==> config.mk <==
export PLATFORM = sky130hd
export DESIGN_NAME = fpu_sched
export DESIGN_NICKNAME = d
export VERILOG_FILES = /design/src/rtl/fpu_sched.sv
export SDC_FILE = /design/constraint.sdc
export NUM_CORES = 1
export LEC_CHECK = 0
export CAP_MARGIN = 20
export CORE_ASPECT_RATIO = 1.1
export CORE_MARGIN = 1.5
export CORE_UTILIZATION = 40
export CTS_CLUSTER_DIAMETER = 40
export DETAILED_ROUTE_END_ITERATION = 8
export GPL_TIMING_DRIVEN = 0
export PLACE_DENSITY = 0.81
export SLEW_MARGIN = 20
export SYNTH_ARGS = -nofsm -noshare
export SYNTH_HDL_FRONTEND = slang
export SYNTH_SLANG_ARGS = --single-unit
==> constraint.sdc <==
create_clock -name clk -period 3.1 [get_ports clk]
set_input_delay 0.62 -clock clk [delete_from_list [all_inputs] [get_ports clk]]
set_output_delay 0.62 -clock clk [all_outputs]
set_load 0.02 [all_outputs]
==> src/rtl/fpu_sched.sv <==
// Two-channel round-robin scheduler in front of one shared FPU: grants a requester,
// issues its operands, and returns the FPU result, a timeout NaN, or an invalid-op error.
module fpu_sched #(
    parameter int unsigned TIMEOUT = 64
) (
    input  logic        clk,
    input  logic        rst_n,
    input  logic [1:0]  req_i,
    input  logic [31:0] a0_i,
    input  logic [31:0] b0_i,
    input  logic [31:0] a1_i,
    input  logic [31:0] b1_i,
    input  logic [1:0]  op0_i,
    input  logic [1:0]  op1_i,
    output logic [1:0]  gnt_o,
    output logic [1:0]  rsp_valid_o,
    output logic [31:0] rsp_r_o,
    output logic        rsp_err_o,
    output logic        busy_o,
    output logic [31:0] fpu_a_o,
    output logic [31:0] fpu_b_o,
    output logic [1:0]  fpu_op_o,
    output logic        fpu_start_o,
    input  logic        fpu_done_i,
    input  logic [31:0] fpu_r_i
);
    localparam int unsigned DW  = 32;
    localparam int unsigned OPW = 2;
    localparam int unsigned CHW = 2;
    localparam int unsigned CW  = 8;

    localparam logic [OPW-1:0] OP_INV  = 2'b11;
    localparam logic [DW-1:0]  RSP_NAN = 32'h7FC0_0000;
    localparam logic [CW-1:0]  CNT_TMO = CW'(TIMEOUT);
    localparam logic [CW-1:0]  CNT_MIN = CW'(2);

    typedef enum logic [1:0] {
        S_IDLE  = 2'd0,
        S_ISSUE = 2'd1,
        S_WAIT  = 2'd2,
        S_RESP  = 2'd3
    } state_e;

    state_e          state_q, state_d;
    logic            ch_q, ch_d;
    logic            last_q, last_d;
    logic [CW-1:0]   cnt_q, cnt_d;
    logic [DW-1:0]   fpu_a_q, fpu_a_d;
    logic [DW-1:0]   fpu_b_q, fpu_b_d;
    logic [OPW-1:0]  fpu_op_q, fpu_op_d;
    logic            fpu_start_q, fpu_start_d;
    logic [CHW-1:0]  gnt_q, gnt_d;
    logic [CHW-1:0]  rsp_valid_q, rsp_valid_d;
    logic [DW-1:0]   rsp_r_q, rsp_r_d;
    logic            rsp_err_q, rsp_err_d;
    logic            busy_q, busy_d;

    logic            win;
    logic [OPW-1:0]  op_sel;
    logic [CW-1:0]   count;

    // Next-state and registered-output logic
    always_comb begin
        state_d     = state_q;
        ch_d        = ch_q;
        last_d      = last_q;
        cnt_d       = cnt_q;
        fpu_a_d     = fpu_a_q;
        fpu_b_d     = fpu_b_q;
        fpu_op_d    = fpu_op_q;
        fpu_start_d = 1'b0;
        gnt_d       = '0;
        rsp_valid_d = '0;
        rsp_r_d     = rsp_r_q;
        rsp_err_d   = rsp_err_q;
        count       = cnt_q + CW'(1);

        // On a tie the channel that was not served last wins
        if (req_i == 2'b11) begin
            win = ~last_q;
        end else begin
            win = req_i[1];
        end
        op_sel = win ? op1_i : op0_i;

        case (state_q)
            S_IDLE: begin
                if (req_i != 2'b00) begin
                    ch_d     = win;
                    gnt_d    = win ? 2'b10 : 2'b01;
                    fpu_a_d  = win ? a1_i : a0_i;
                    fpu_b_d  = win ? b1_i : b0_i;
                    fpu_op_d = op_sel;
                    if (op_sel == OP_INV) begin
                        rsp_r_d   = '0;
                        rsp_err_d = 1'b1;
                        state_d   = S_RESP;
                    end else begin
                        state_d   = S_ISSUE;
                    end
                end
            end
            S_ISSUE: begin
                fpu_start_d = 1'b1;
                cnt_d       = '0;
                state_d     = S_WAIT;
            end
            S_WAIT: begin
                cnt_d = count;
                // A done seen on the first wait cycle is left over from a previous op
                if ((count >= CNT_MIN) && fpu_done_i) begin
                    rsp_r_d   = fpu_r_i;
                    rsp_err_d = 1'b0;
                    state_d   = S_RESP;
                end else if (count >= CNT_TMO) begin
                    rsp_r_d   = RSP_NAN;
                    rsp_err_d = 1'b1;
                    state_d   = S_RESP;
                end
            end
            S_RESP: begin
                rsp_valid_d = ch_q ? 2'b10 : 2'b01;
                last_d      = ch_q;
                state_d     = S_IDLE;
            end
            default: begin
                state_d = S_IDLE;
            end
        endcase

        busy_d = (state_d != S_IDLE);
    end

    // State and output registers
    always_ff @(posedge clk or negedge rst_n) begin
        if (!rst_n) begin
            state_q     <= S_IDLE;
            ch_q        <= 1'b0;
            last_q      <= 1'b1;
            cnt_q       <= '0;
            fpu_a_q     <= '0;
            fpu_b_q     <= '0;
            fpu_op_q    <= '0;
            fpu_start_q <= 1'b0;
            gnt_q       <= '0;
            rsp_valid_q <= '0;
            rsp_r_q     <= '0;
            rsp_err_q   <= 1'b0;
            busy_q      <= 1'b0;
        end else begin
            state_q     <= state_d;
            ch_q        <= ch_d;
            last_q      <= last_d;
            cnt_q       <= cnt_d;
            fpu_a_q     <= fpu_a_d;
            fpu_b_q     <= fpu_b_d;
            fpu_op_q    <= fpu_op_d;
            fpu_start_q <= fpu_start_d;
            gnt_q       <= gnt_d;
            rsp_valid_q <= rsp_valid_d;
            rsp_r_q     <= rsp_r_d;
            rsp_err_q   <= rsp_err_d;
            busy_q      <= busy_d;
        end
    end

    assign gnt_o       = gnt_q;
    assign rsp_valid_o = rsp_valid_q;
    assign rsp_r_o     = rsp_r_q;
    assign rsp_err_o   = rsp_err_q;
    assign busy_o      = busy_q;
    assign fpu_a_o     = fpu_a_q;
    assign fpu_b_o     = fpu_b_q;
    assign fpu_op_o    = fpu_op_q;
    assign fpu_start_o = fpu_start_q;

endmodule
==> results by group <==
Synthesis
  • Synth top area cells: dfrtp_1, a22oi_1, o21ai_0
  • Mapped Area: 5200 um^2
  • Post-synthesis sequential area ratio: 56.3%
  • Yosys reg bits: 117
  • Syn Area/Cell: 10.7 um^2
  • Number of distinct library cells after synthesis: 47
  • Number of flops mapped to enable cells by yosys: 0
  • Asr flop ratio synth: 100%
  • Most numerous cell in the Yosys netlist: dfrtp_1
  • Yosys top cell by area: dfrtp_1
  • Main synth FF type: dfrtp_1
  • YS warnings: 0
  • Yosys top cell area share: 55.8%
  • Synth Instances: 486
  • Commonest cells in the netlist: dfrtp_1, nand2_1, o21ai_0
  • Synthesized net count: 661

STA
  • Final Cycle Share: 88.4%
  • RSZ-0062 raised after global routing: no
  • Worst-margin pin slew: 0.800 ns
  • Clk_skew: 0.00647 ns
  • Final Slew Violations: 0
  • Final hold vios: 0
  • Final WS setup: 0.359 ns
  • Final setup violation count: 0
  • FMAX: 365 MHz
  • Slew HR: 46.6%
  • Min Tclk post-route: 2.74 ns

Clock network
  • Maximum clock path buffer count: 2
  • Worst-path clk slew: 0.05 ns
  • Clk Tree Root Cell: clkbuf_16
  • Postcts setup bufs: 0
  • Clock latency on the worst-skew pair: 0.41 ns
  • Cts repair resizes: 0
  • Num CTS Buffers: 17
  • Hold_buf cts: 0
  • TritonCTS clock tree: yes
  • H-tree lvl count: 4
  • CTS sink cnt: 117

Final layout
  • Fill cells: 977
  • Register area: 2930 um^2
  • Ratio of cells with drive above 1 in the final layout: 5.93%
  • Finished Core Util: 69.1%
  • Footprint of the multi-input gates: 2040 um^2
  • Ant. Diodes: 0
  • Area growth from synthesis to layout: 68.1%
  • Nets: 954

Global route
  • Total grt overflow: 0
  • Global-route wire length before repair: 26.8 mm
  • Total GRT Usage: 25.1%
  • Initial antenna violation count: 0
  • Vias in the first global route: 5,264
  • Largest net degree at the start of global routing: 83

Worst setup path
  • Crit path kind: primary input to register
  • CP endpoint kind: register
  • Slowest library cell on the worst path: clkdlybuf4s50_1
  • Worst-path maximum fanout: 10
  • Worst Path Arrival: 3.07 ns
  • Critical Path Max Stage Delay: 0.52 ns
  • Critical-path cell list: clkdlybuf4s50_1 > a21boi_2 > mux2i_1 > or4_1 > clkbuf_1 > clkbuf_1 > nand2_1 > mux2i_1
  • R2R cell count: 8
  • CP startpoint kind: primary input
  • Required @ worst endpoint: 3.42 ns

Floorplanning
  • Core Rows: 43
  • Core area: 12,600 um^2
  • Die width: 112 um
  • Die Area: 13,700 um^2
  • Initial core utilization: 41.1%
  • Die H: 123 um
  • Io pins: 274

Flow run
  • Max capacitance violation total: 0

Power and ir drop
  • Static leakage: 3.78 nW
  • Power, Total: 8.75 mW
  • Pwr Density: 1000 nW/um^2
  • Max IR drop VDD: 640 uV

Placement
  • Hpwl dp: 13.5 mm
  • IO buf count: 273
  • Pre-CTS setup slack: -0.0818 ns
  • Routability Congestion: 0.855

Drt
  • Via Count: 5,138
  • First drt pass iteration count: 5
  • Remaining antenna violation count: 0
  • DR DRC count: 0
  • Detailed-route wire length: 17.4 mm
  • First DRT Iteration DRCs: 356
  • Routed length per instance: 18.3 um
  • Vias per cell: 5.41

Outcome
  • Status: finished, final reports clean

Min path
  • Hold WC Path Type: primary input to asynchronous set/reset pin
==> layout make-up <==
type | count | share of cell area [%]
buffer | 39 | 2.25
multi-input combinational | 320 | 23.3
tap | 157 | 2.25
inverter | 10 | 0.429
clock buffer | 22 | 5.20
clock inverter | 10 | 1.49
timing repair buffer | 274 | 31.6
sequential | 117 | 33.5
==> worst paths after layout <==
path                               endpoint   startpoint  slack, ns
worst max-delay path            rsp_r_o[28]     req_i[1]       0.36
worst min-delay path               cnt_q[5]        rst_n       0.10
worst max register to register  rsp_r_o[15]   state_q[0]       0.40
worst min register to register  fpu_b_o[31]  fpu_b_o[31]       0.48
max in group asynchronous            last_q        rst_n       2.26
min in group clk                fpu_b_o[31]  fpu_b_o[31]       0.48
==> worst max-delay path, delay by kind of cell <==
kind	cells	cell delay, ns
compound gates	1	0.36
simple gates	2	0.29
buf+inv	3	1.17
mux	2	0.62
==> logic make-up (layout without fill, tap and decap cells) <==
family / Yosys count / after routing / share of synthesized area, %
flip-flops: 117 / 117 / 56.3
multiplexers: 25 / 25 / 4.84
buffers and inverters: 49 / 355 / 4.50
AND/OR/NAND/NOR: 109 / 109 / 9.22
AO/OA/AOI/OAI: 179 / 179 / 23.5
adder cells (fa/ha/maj): 6 / 6 / 1.44
XOR/XNOR: 1 / 1 / 0.168
==> per-stage QoR <==
stage / std cells / hold WS [ns] / instance area [um^2] / TNS [ns]
floorplan: 486 / 0.324 / 5200 / 0
global placement: 916 / 0.451 / 8130 / -336.79
detailed placement: 917 / 0.469 / 8160 / -1.06
CTS: 949 / 0.101 / 8740 / 0
global route: 949 / 0.116 / 8740 / 0
finish: 949 / 0.104 / 8740 / 0
==> routing by layer <==
layer  part of all wire [%]  GRT usage, %  vias to the layer above  wire [um]
met5                      0             0                        -          0
met4                    3.6          12.9                        0        622
met3                    7.7          7.65                       47       1330
met2                     51          43.3                      274       8830
met1                     38          28.4                     2452       6590
li1                       -             -                     2365          -
==> flip-flops by register name, summed over array words and instances (netlist names) <==
name and flops:
ch_q 1, rsp_err_o 1, rsp_r_o 32, fpu_a_o 32, rsp_valid_o 2, gnt_o 2
fpu_start_o 1, busy_o 1, fpu_op_o 2, cnt_q 8, state_q 2, fpu_b_o 32
last_q 1
==> power breakdown <==
group	switching, mW	internal [mW]
sequential	0.428	2.22
combinational	2.25	1.91
clock	0.660	1.28
total	3.34	5.41
==> cell usage in the layout, fill, tap and decap left out, types with 6 or more instances in the layout <==
| cell | count |
|---|---|
| a21oi_1 | 11 |
| inv_1 | 10 |
| clkdlybuf4s50_1 | 272 |
| a32o_1 | 23 |
| clkbuf_16 | 17 |
| mux2i_1 | 24 |
| nor2_1 | 8 |
| nand2_1 | 78 |
| a22oi_1 | 52 |
| clkbuf_1 | 34 |
| o21ai_0 | 70 |
| buf_6 | 7 |
| dfrtp_1 | 116 |
| ha_1 | 6 |
Power figures use the tool's default switching activity.
